$ cat src/rtl/pixel_plot_sink.sv
// pixel_plot_sink: buffers pixel plots from a drawing engine in a small FIFO
// and drains them into a framebuffer through a registered write port with
// valid/ready (mem_we/mem_ready) handshaking.
// Optional feature macro: PLOT_CLIP_EN -- off-screen plots are dropped and
// counted in clip_count (saturating) instead of being written.
module pixel_plot_sink #(
    parameter int FIFO_DEPTH = 4,
    parameter int SCREEN_W   = 160,
    parameter int SCREEN_H   = 120
) (
    input  logic        clk,
    input  logic        resetn,
    input  logic [7:0]  x,
    input  logic [6:0]  y,
    input  logic [2:0]  color,
    input  logic        plot,
    output logic        plot_ready,
    output logic [14:0] mem_addr,
    output logic [2:0]  mem_data,
    output logic        mem_we,
    input  logic        mem_ready,
    output logic        overflow,
    output logic [7:0]  clip_count
);

    localparam int PTR_W = (FIFO_DEPTH > 1) ? $clog2(FIFO_DEPTH) : 1;
    localparam int CNT_W = PTR_W + 1;
    localparam logic [CNT_W-1:0] FULL_CNT = CNT_W'(FIFO_DEPTH);
    localparam logic [CNT_W-1:0] ZERO_CNT = {CNT_W{1'b0}};
    localparam logic [PTR_W-1:0] PTR_ONE  = PTR_W'(1);

`ifdef PLOT_CLIP_EN
    localparam bit CLIP_EN = 1'b1;
`else
    localparam bit CLIP_EN = 1'b0;
`endif

    // FIFO storage and bookkeeping
    logic [14:0]      r_fifo_addr [FIFO_DEPTH];
    logic [2:0]       r_fifo_data [FIFO_DEPTH];
    logic [PTR_W-1:0] r_wr_ptr;
    logic [PTR_W-1:0] r_rd_ptr;
    logic [CNT_W-1:0] r_count;

    // Output stage
    logic             r_mem_we;
    logic [14:0]      r_mem_addr;
    logic [2:0]       r_mem_data;
    logic             r_overflow;

    logic             w_ready;
    logic             w_off_screen;
    logic             w_in_range;
    logic             w_push;
    logic             w_pop;
    logic [14:0]      w_addr;

    // Space is judged from the registered count only, so a same-cycle pop
    // never makes room for a push.
    assign w_ready      = (r_count != FULL_CNT);
    assign w_off_screen = ({24'd0, x} >= 32'(SCREEN_W)) || ({25'd0, y} >= 32'(SCREEN_H));
    assign w_in_range   = !(CLIP_EN && w_off_screen);
    // Address arithmetic is done directly at 15 bits, so wider results wrap.
    assign w_addr       = (15'(y) * 15'(SCREEN_W)) + 15'(x);
    assign w_push       = plot && w_ready && w_in_range;
    assign w_pop        = (r_count != ZERO_CNT) && (!r_mem_we || mem_ready);

    assign plot_ready = w_ready;
    assign mem_we     = r_mem_we;
    assign mem_addr   = r_mem_addr;
    assign mem_data   = r_mem_data;
    assign overflow   = r_overflow;

    // FIFO payload write; contents need no reset since pointers gate reads.
    always_ff @(posedge clk) begin
        if (w_push) begin
            r_fifo_addr[r_wr_ptr] <= w_addr;
            r_fifo_data[r_wr_ptr] <= color;
        end
    end

    // FIFO pointers and occupancy; power-of-two depth lets pointers wrap.
    always_ff @(posedge clk) begin
        if (!resetn) begin
            r_wr_ptr <= {PTR_W{1'b0}};
            r_rd_ptr <= {PTR_W{1'b0}};
            r_count  <= ZERO_CNT;
        end else begin
            if (w_push) begin
                r_wr_ptr <= r_wr_ptr + PTR_ONE;
            end
            if (w_pop) begin
                r_rd_ptr <= r_rd_ptr + PTR_ONE;
            end
            case ({w_push, w_pop})
                2'b10:   r_count <= r_count + CNT_W'(1);
                2'b01:   r_count <= r_count - CNT_W'(1);
                default: r_count <= r_count;
            endcase
        end
    end

    // Output stage: load the FIFO head when empty or completing, hold on stall.
    always_ff @(posedge clk) begin
        if (!resetn) begin
            r_mem_we   <= 1'b0;
            r_mem_addr <= 15'd0;
            r_mem_data <= 3'd0;
        end else if (w_pop) begin
            r_mem_we   <= 1'b1;
            r_mem_addr <= r_fifo_addr[r_rd_ptr];
            r_mem_data <= r_fifo_data[r_rd_ptr];
        end else if (r_mem_we && mem_ready) begin
            r_mem_we   <= 1'b0;
        end else begin
            r_mem_we   <= r_mem_we;
        end
    end

    // Sticky flag for plots refused because the FIFO was full.
    always_ff @(posedge clk) begin
        if (!resetn) begin
            r_overflow <= 1'b0;
        end else if (plot && !w_ready) begin
            r_overflow <= 1'b1;
        end else begin
            r_overflow <= r_overflow;
        end
    end

`ifdef PLOT_CLIP_EN
    logic [7:0] r_clip_count;
    assign clip_count = r_clip_count;

    // Saturating count of off-screen plots, regardless of FIFO space.
    always_ff @(posedge clk) begin
        if (!resetn) begin
            r_clip_count <= 8'd0;
        end else if (plot && w_off_screen && (r_clip_count != 8'd255)) begin
            r_clip_count <= r_clip_count + 8'd1;
        end else begin
            r_clip_count <= r_clip_count;
        end
    end
`else
    assign clip_count = 8'd0;
`endif

endmodule

$ cat config.mk
export PLATFORM = sky130hd
export DESIGN_NAME = pixel_plot_sink
export DESIGN_NICKNAME = d
export VERILOG_FILES = /design/src/rtl/pixel_plot_sink.sv
export SDC_FILE = /design/constraint.sdc
export NUM_CORES = 1
export LEC_CHECK = 0
export BUFFER_PORTS_ARGS = -buffer_cell sky130_fd_sc_hd__clkbuf_2
export CORE_ASPECT_RATIO = 1.2
export CORE_UTILIZATION = 55
export DETAILED_ROUTE_END_ITERATION = 10
export PLACE_DENSITY = 0.76
export SKIP_CTS_REPAIR_TIMING = 1
export SYNTH_ARGS = -nofsm -noshare
export SYNTH_HDL_FRONTEND = slang
export SYNTH_SLANG_ARGS = --single-unit
export TNS_END_PERCENT = 20
$ cat constraint.sdc
create_clock -name clk -period 2.8 [get_ports clk]
set_input_delay 0.14 -clock clk [delete_from_list [all_inputs] [get_ports clk]]
set_output_delay 0.14 -clock clk [all_outputs]
set_load 0.02 [all_outputs]
# Yosys cells after proc, flatten, opt, wreduce, memory -nomap -nowiden
# Memory sizes are Yosys's and may differ from the RTL's. A register that Yosys moved wholly into a read port is not among the register bits.
# Index checks and enable logic that the tools add are counted.
# totals
ff_bits	9
ramBits	72
input_bits	22
out_inout_bits	29
memories	2
# op_classes
addsub	5
n_mul	1
eq_ne	3
mux	5
reduce_logical	12
# mem_list
memory	words	width	rd	rd_clocked_by_memory_dff	write_ports	line	text
r_fifo_addr	4	15	1	1	1	39	logic [14:0] r_fifo_addr [FIFO_DEPTH];
r_fifo_data	4	3	1	1	1	40	logic [2:0] r_fifo_data [FIFO_DEPTH];
# ops
cell	n
15-bit by 8-bit adder with 15-bit output	1
7-bit by 3-bit multiplier with 10-bit output, second input constant	1
3-bit one-hot mux with 2 select lines	1
2-bit by 1-bit adder with 2-bit output, second input constant	2
1-bit logical AND	4
1-bit logical NOT	4
1-bit 2-to-1 mux	4
2-bit nonzero test	2
3-bit by 1-bit adder with 3-bit output, second input constant	1
3-bit inequality test, second input constant	1
3-bit nonzero test	1
3-bit by 1-bit subtractor with 3-bit output, second input constant	1
2-bit by 1-bit equality test with 1-bit output, second input constant	1
2-bit equality test, second input constant	1
1-bit logical OR	1

# Depth between registers and ports, before layout
# logic_depth
word_depth	5
depth_mapped	10
mapped_depth_nobuf	9

# Least setup slack after synthesis
# Ideal clock, no wire load.
# synth_timing
kind	input to register
from	in y[1]
to	mem r_fifo_addr[0][14] (data pin)
setup_time_ns	0.216
arrival_ns	2.207
path_slack_ns	0.376
path_stages	7
cell_sequence	ha_1 -> ha_1 -> fa_1 -> xor2_1 -> o21ai_1 -> or4_4 -> o41ai_2
# synth_via
elab_chain_len	2
# synth_rtl
item	line	text
from (decl)	14	input logic [6:0] y,
7-bit by 3-bit multiplier with 10-bit output	64	assign w_addr = (15'(y) * 15'(SCREEN_W)) + 15'(x);
15-bit by 8-bit adder with 15-bit output	64	
via w_addr[14]	56	logic [14:0] w_addr;
to (decl)	39	
# The timed path passes the listed nets, and every way through them passes these cells.

# Worst setup path in the final report
# layout_timing
from	reg r_count[2]
to	reg r_count[2]
# layout_via
elab_chain_len	4
word_cells_on_any_way	10
# layout_rtl
item	line	text
from (decl)	43	logic [CNT_W-1:0] r_count;
from (signal assigned)	96	2'b10: r_count <= r_count + CNT_W'(1);
from (signal assigned)	97	2'b01: r_count <= r_count - CNT_W'(1);
from (signal assigned)	98	default: r_count <= r_count;
3-bit inequality test / 3-bit nonzero test (equally long branches)	60, 66	
1-bit logical AND (on tied branches)	65, 66	
2-bit by 1-bit equality test with 1-bit output / 2-bit equality test (equally long branches)	95	case ({w_push, w_pop})
3-bit one-hot mux with 2 select lines / 2-bit nonzero test (equally long branches)	-	
# Several ways; a longest one is shown, not always the timed one.
# A chain may end at the register's enable or synchronous reset.

==> results by group <==
Worst setup path
  • Critical path startpoint category: flop
  • Worst path max stage delay: 0.45 ns
  • CP required: 3.08 ns
  • Critical path endpoint category: flop
  • Max FO, Critical Path: 6
  • Highest-delay cell along the critical path: or3b_1
  • WS Path Type: flop to flop
  • CP arrival: 2.74 ns
  • Crit-path most repeated cell: inv_1
  • CP Cell Sequence: or3b_1, and2_1, inv_1, ha_1, inv_1, fa_1, xor2_1, or3_1, a21boi_0

Synthesis
  • Ys Warns: 0
  • Netlist cell types: 42
  • Mapped Area: 4295 µm²
  • Sequential fraction of the synthesis area: 62.92%
  • Synth Flop Type: edfxtp_1
  • Flop and latch count out of synthesis: 99
  • Fraction of registers with async set or reset after synthesis: 0%
  • Post-synth EDFFs: 72
  • Post-synthesis cell count: 291
  • Mean area per synthesized cell: 14.76 µm²

Cells and area
  • # diodes: 0
  • Nets: 391
  • # fillers: 528
  • Finished Core Util: 65.60%
  • Commonest non-fill, non-tap cell in the layout: edfxtp_1
  • Storage cell area: 2703 µm²
  • Synth-to-Final Area Change: 13.05%
  • Ratio of cells with drive above 1 in the final layout: 25.50%
  • Design area: 4856 µm²
  • Leading cell types in the layout, fill and taps excluded: edfxtp_1 (72), clkbuf_2 (42), nand2_1 (41)
  • Area taken by multi-input logic gates: 1478 µm²

Power and ir drop
  • Leakage: 1.821 nW
  • Pwr/cell area: 885.2 nW/µm²
  • Total Power: 4.298 mW
  • VDD IR max: 0.6253 mV

Floorplan
  • Initial Utilization: 58.03%
  • Die Width: 82.68 µm
  • DIE AREA: 8169 µm²
  • Ports: 51
  • Die Ht: 98.81 µm
  • Core Footprint: 7402 µm²
  • Number of cell rows: 34

Timing
  • Fmax: 405.6 MHz
  • Clock skew: 0.01223 ns
  • Final WS setup: 0.3347 ns
  • Max_slew headroom: 50.80%
  • Max Slew Vio Count: 0
  • RSZ-0062 raised after global routing: no
  • Minimum clock period: 2.465 ns
  • Hold Violations, Final: 0
  • Final Cycle Share: 88.04%
  • Setup TNS: 0 ns
  • Setup violations, final: 0
  • Slew at the pin closest to its max-slew limit: 0.7370 ns

Route
  • DR DRC count: 0
  • DRT Pass-1 Iters: 4
  • WL per Instance: 16.00 µm
  • Final wirelength: 7090 µm
  • ANT nets after route: 0
  • First-iteration detailed-routing DRC count: 137
  • Vias per cell: 5.494
  • Vias after detailed routing: 2,434

Global routing
  • Gr usage total: 19.45%
  • Total grt overflow: 0
  • Largest net degree at the start of global routing: 28
  • First-pass GRT wire length: 11,520 µm
  • Initial antenna violation count: 0
  • Vias in the first global route: 2,400

Clocking
  • Clock Tree Buf Depth: 2
  • CTS Sinks: 99
  • Reg clk slew, reported paths: 0.10 ns
  • CTS tree: yes
  • Clock Latency Late Sink: 0.36 ns
  • CTS Root Cell: clkbuf_8
  • CTS buffer count: 9
  • Htree depth: 3

Job
  • Total of max-cap violations: 0

Status
  • Outcome: completed

Placement
  • Buffers on Ports: 42
  • Dpl ws: 0.03620 ns
  • Dpl hpwl: 4743 µm
  • Dpl cell area: 4604 µm²
  • GP Congestion: 0.7404

Hold path
  • Worst hold-check path type: input port to flop
[metrics by stage]
step           hold slack [ns]  instances
2_1_floorplan           0.2389        298
3_3_place_gp            0.3569        421
3_5_place_dp            0.3632        421
4_1_cts               -0.01786        437
5_1_grt               0.002949        443
6_report               0.01016        443
[synth_stat cells, drive strengths merged (2+ instances only)]
cell type / n / share of area, %
and2: 6 / 0.87
nand2: 41 / 3.6
nor2b: 2 / 0.29
nor2: 7 / 0.61
or3: 2 / 0.29
and3: 4 / 0.58
edfxtp: 72 / 50
inv: 10 / 0.87
a211oi: 2 / 0.47
fa: 3 / 1.4
buf: 13 / 2.0
a21boi: 21 / 3.7
clkbuf: 4 / 0.35
xnor2: 9 / 1.8
o21ai: 7 / 0.82
mux4: 18 / 9.4
dfxtp: 27 / 13
ha: 18 / 5.2
xor2: 3 / 0.61
a21oi: 3 / 0.35
[power breakdown]
group          switching [mW]  leakage (nW)  total [mW]  internal (mW)
sequential              0.143         0.883        2.02           1.87
clock                   0.505        0.0958       0.870          0.365
combinational           0.804         0.842        1.41          0.608
total                    1.45          1.82        4.30           2.85
[flip-flops by register name (all words and copies together) (netlist names)]
name,flops
mem_data,3
r_count,3
mem_we,1
mem_addr,15
r_fifo_data,12
r_rd_ptr,2
r_fifo_addr,60
overflow,1
r_wr_ptr,2
[logic make-up after synthesis]
kind of cell	count (synthesis)	synth area share, %
xor+xnor	13	2.971
flops	99	62.92
other cells	1	0.08730
mux	18	9.438
buf+inv	28	3.291
fa+ha+maj	21	6.642
compound gates	41	7.049
simple gates	70	7.603
[final cells by class]
type                    count  share of cell area [%]
clock buffers              10                   2.834
clock inverters             6                   1.108
inverters                  11                  0.8503
multi-input cells         171                   30.43
flip-flops and latches     99                   55.66
well taps                  90                   2.319
repair buffers             56                   6.802
[per-layer routing]
| layer | track usage [%] | part of all wire [%] |
|---|---|---|
| met5 | 0 | 0 |
| met4 | 8.488 | 1.8 |
| met3 | 2.222 | 2.9 |
| met2 | 32.03 | 51 |
| met1 | 25.81 | 44 |
[worst paths after layout]
| path | from | end | slack [ns] | depth (start not counted) |
|---|---|---|---|---|
| setup / recovery | r_count[2] | r_count[2] | 0.33 | 9 |
| hold / removal | x[2] | r_fifo_addr[3][2] | 0.01 | 1 |
| setup reg to reg | r_count[2] | r_count[2] | 0.33 | 9 |
| hold reg to reg | mem_addr[2] | mem_addr[2] | 0.47 | 2 |
[worst max-delay path, delay by kind of cell, from the launching register on]
family	cells	cell delay, ns
AO/OA/AOI/OAI	1	0.15
XOR/XNOR	1	0.15
adder cells (fa/ha/maj)	2	0.56
buffers and inverters	2	0.15
flip-flops	1	0.41
AND/OR/NAND/NOR	3	0.97
Note: power is estimated with default switching activity, not from simulation.
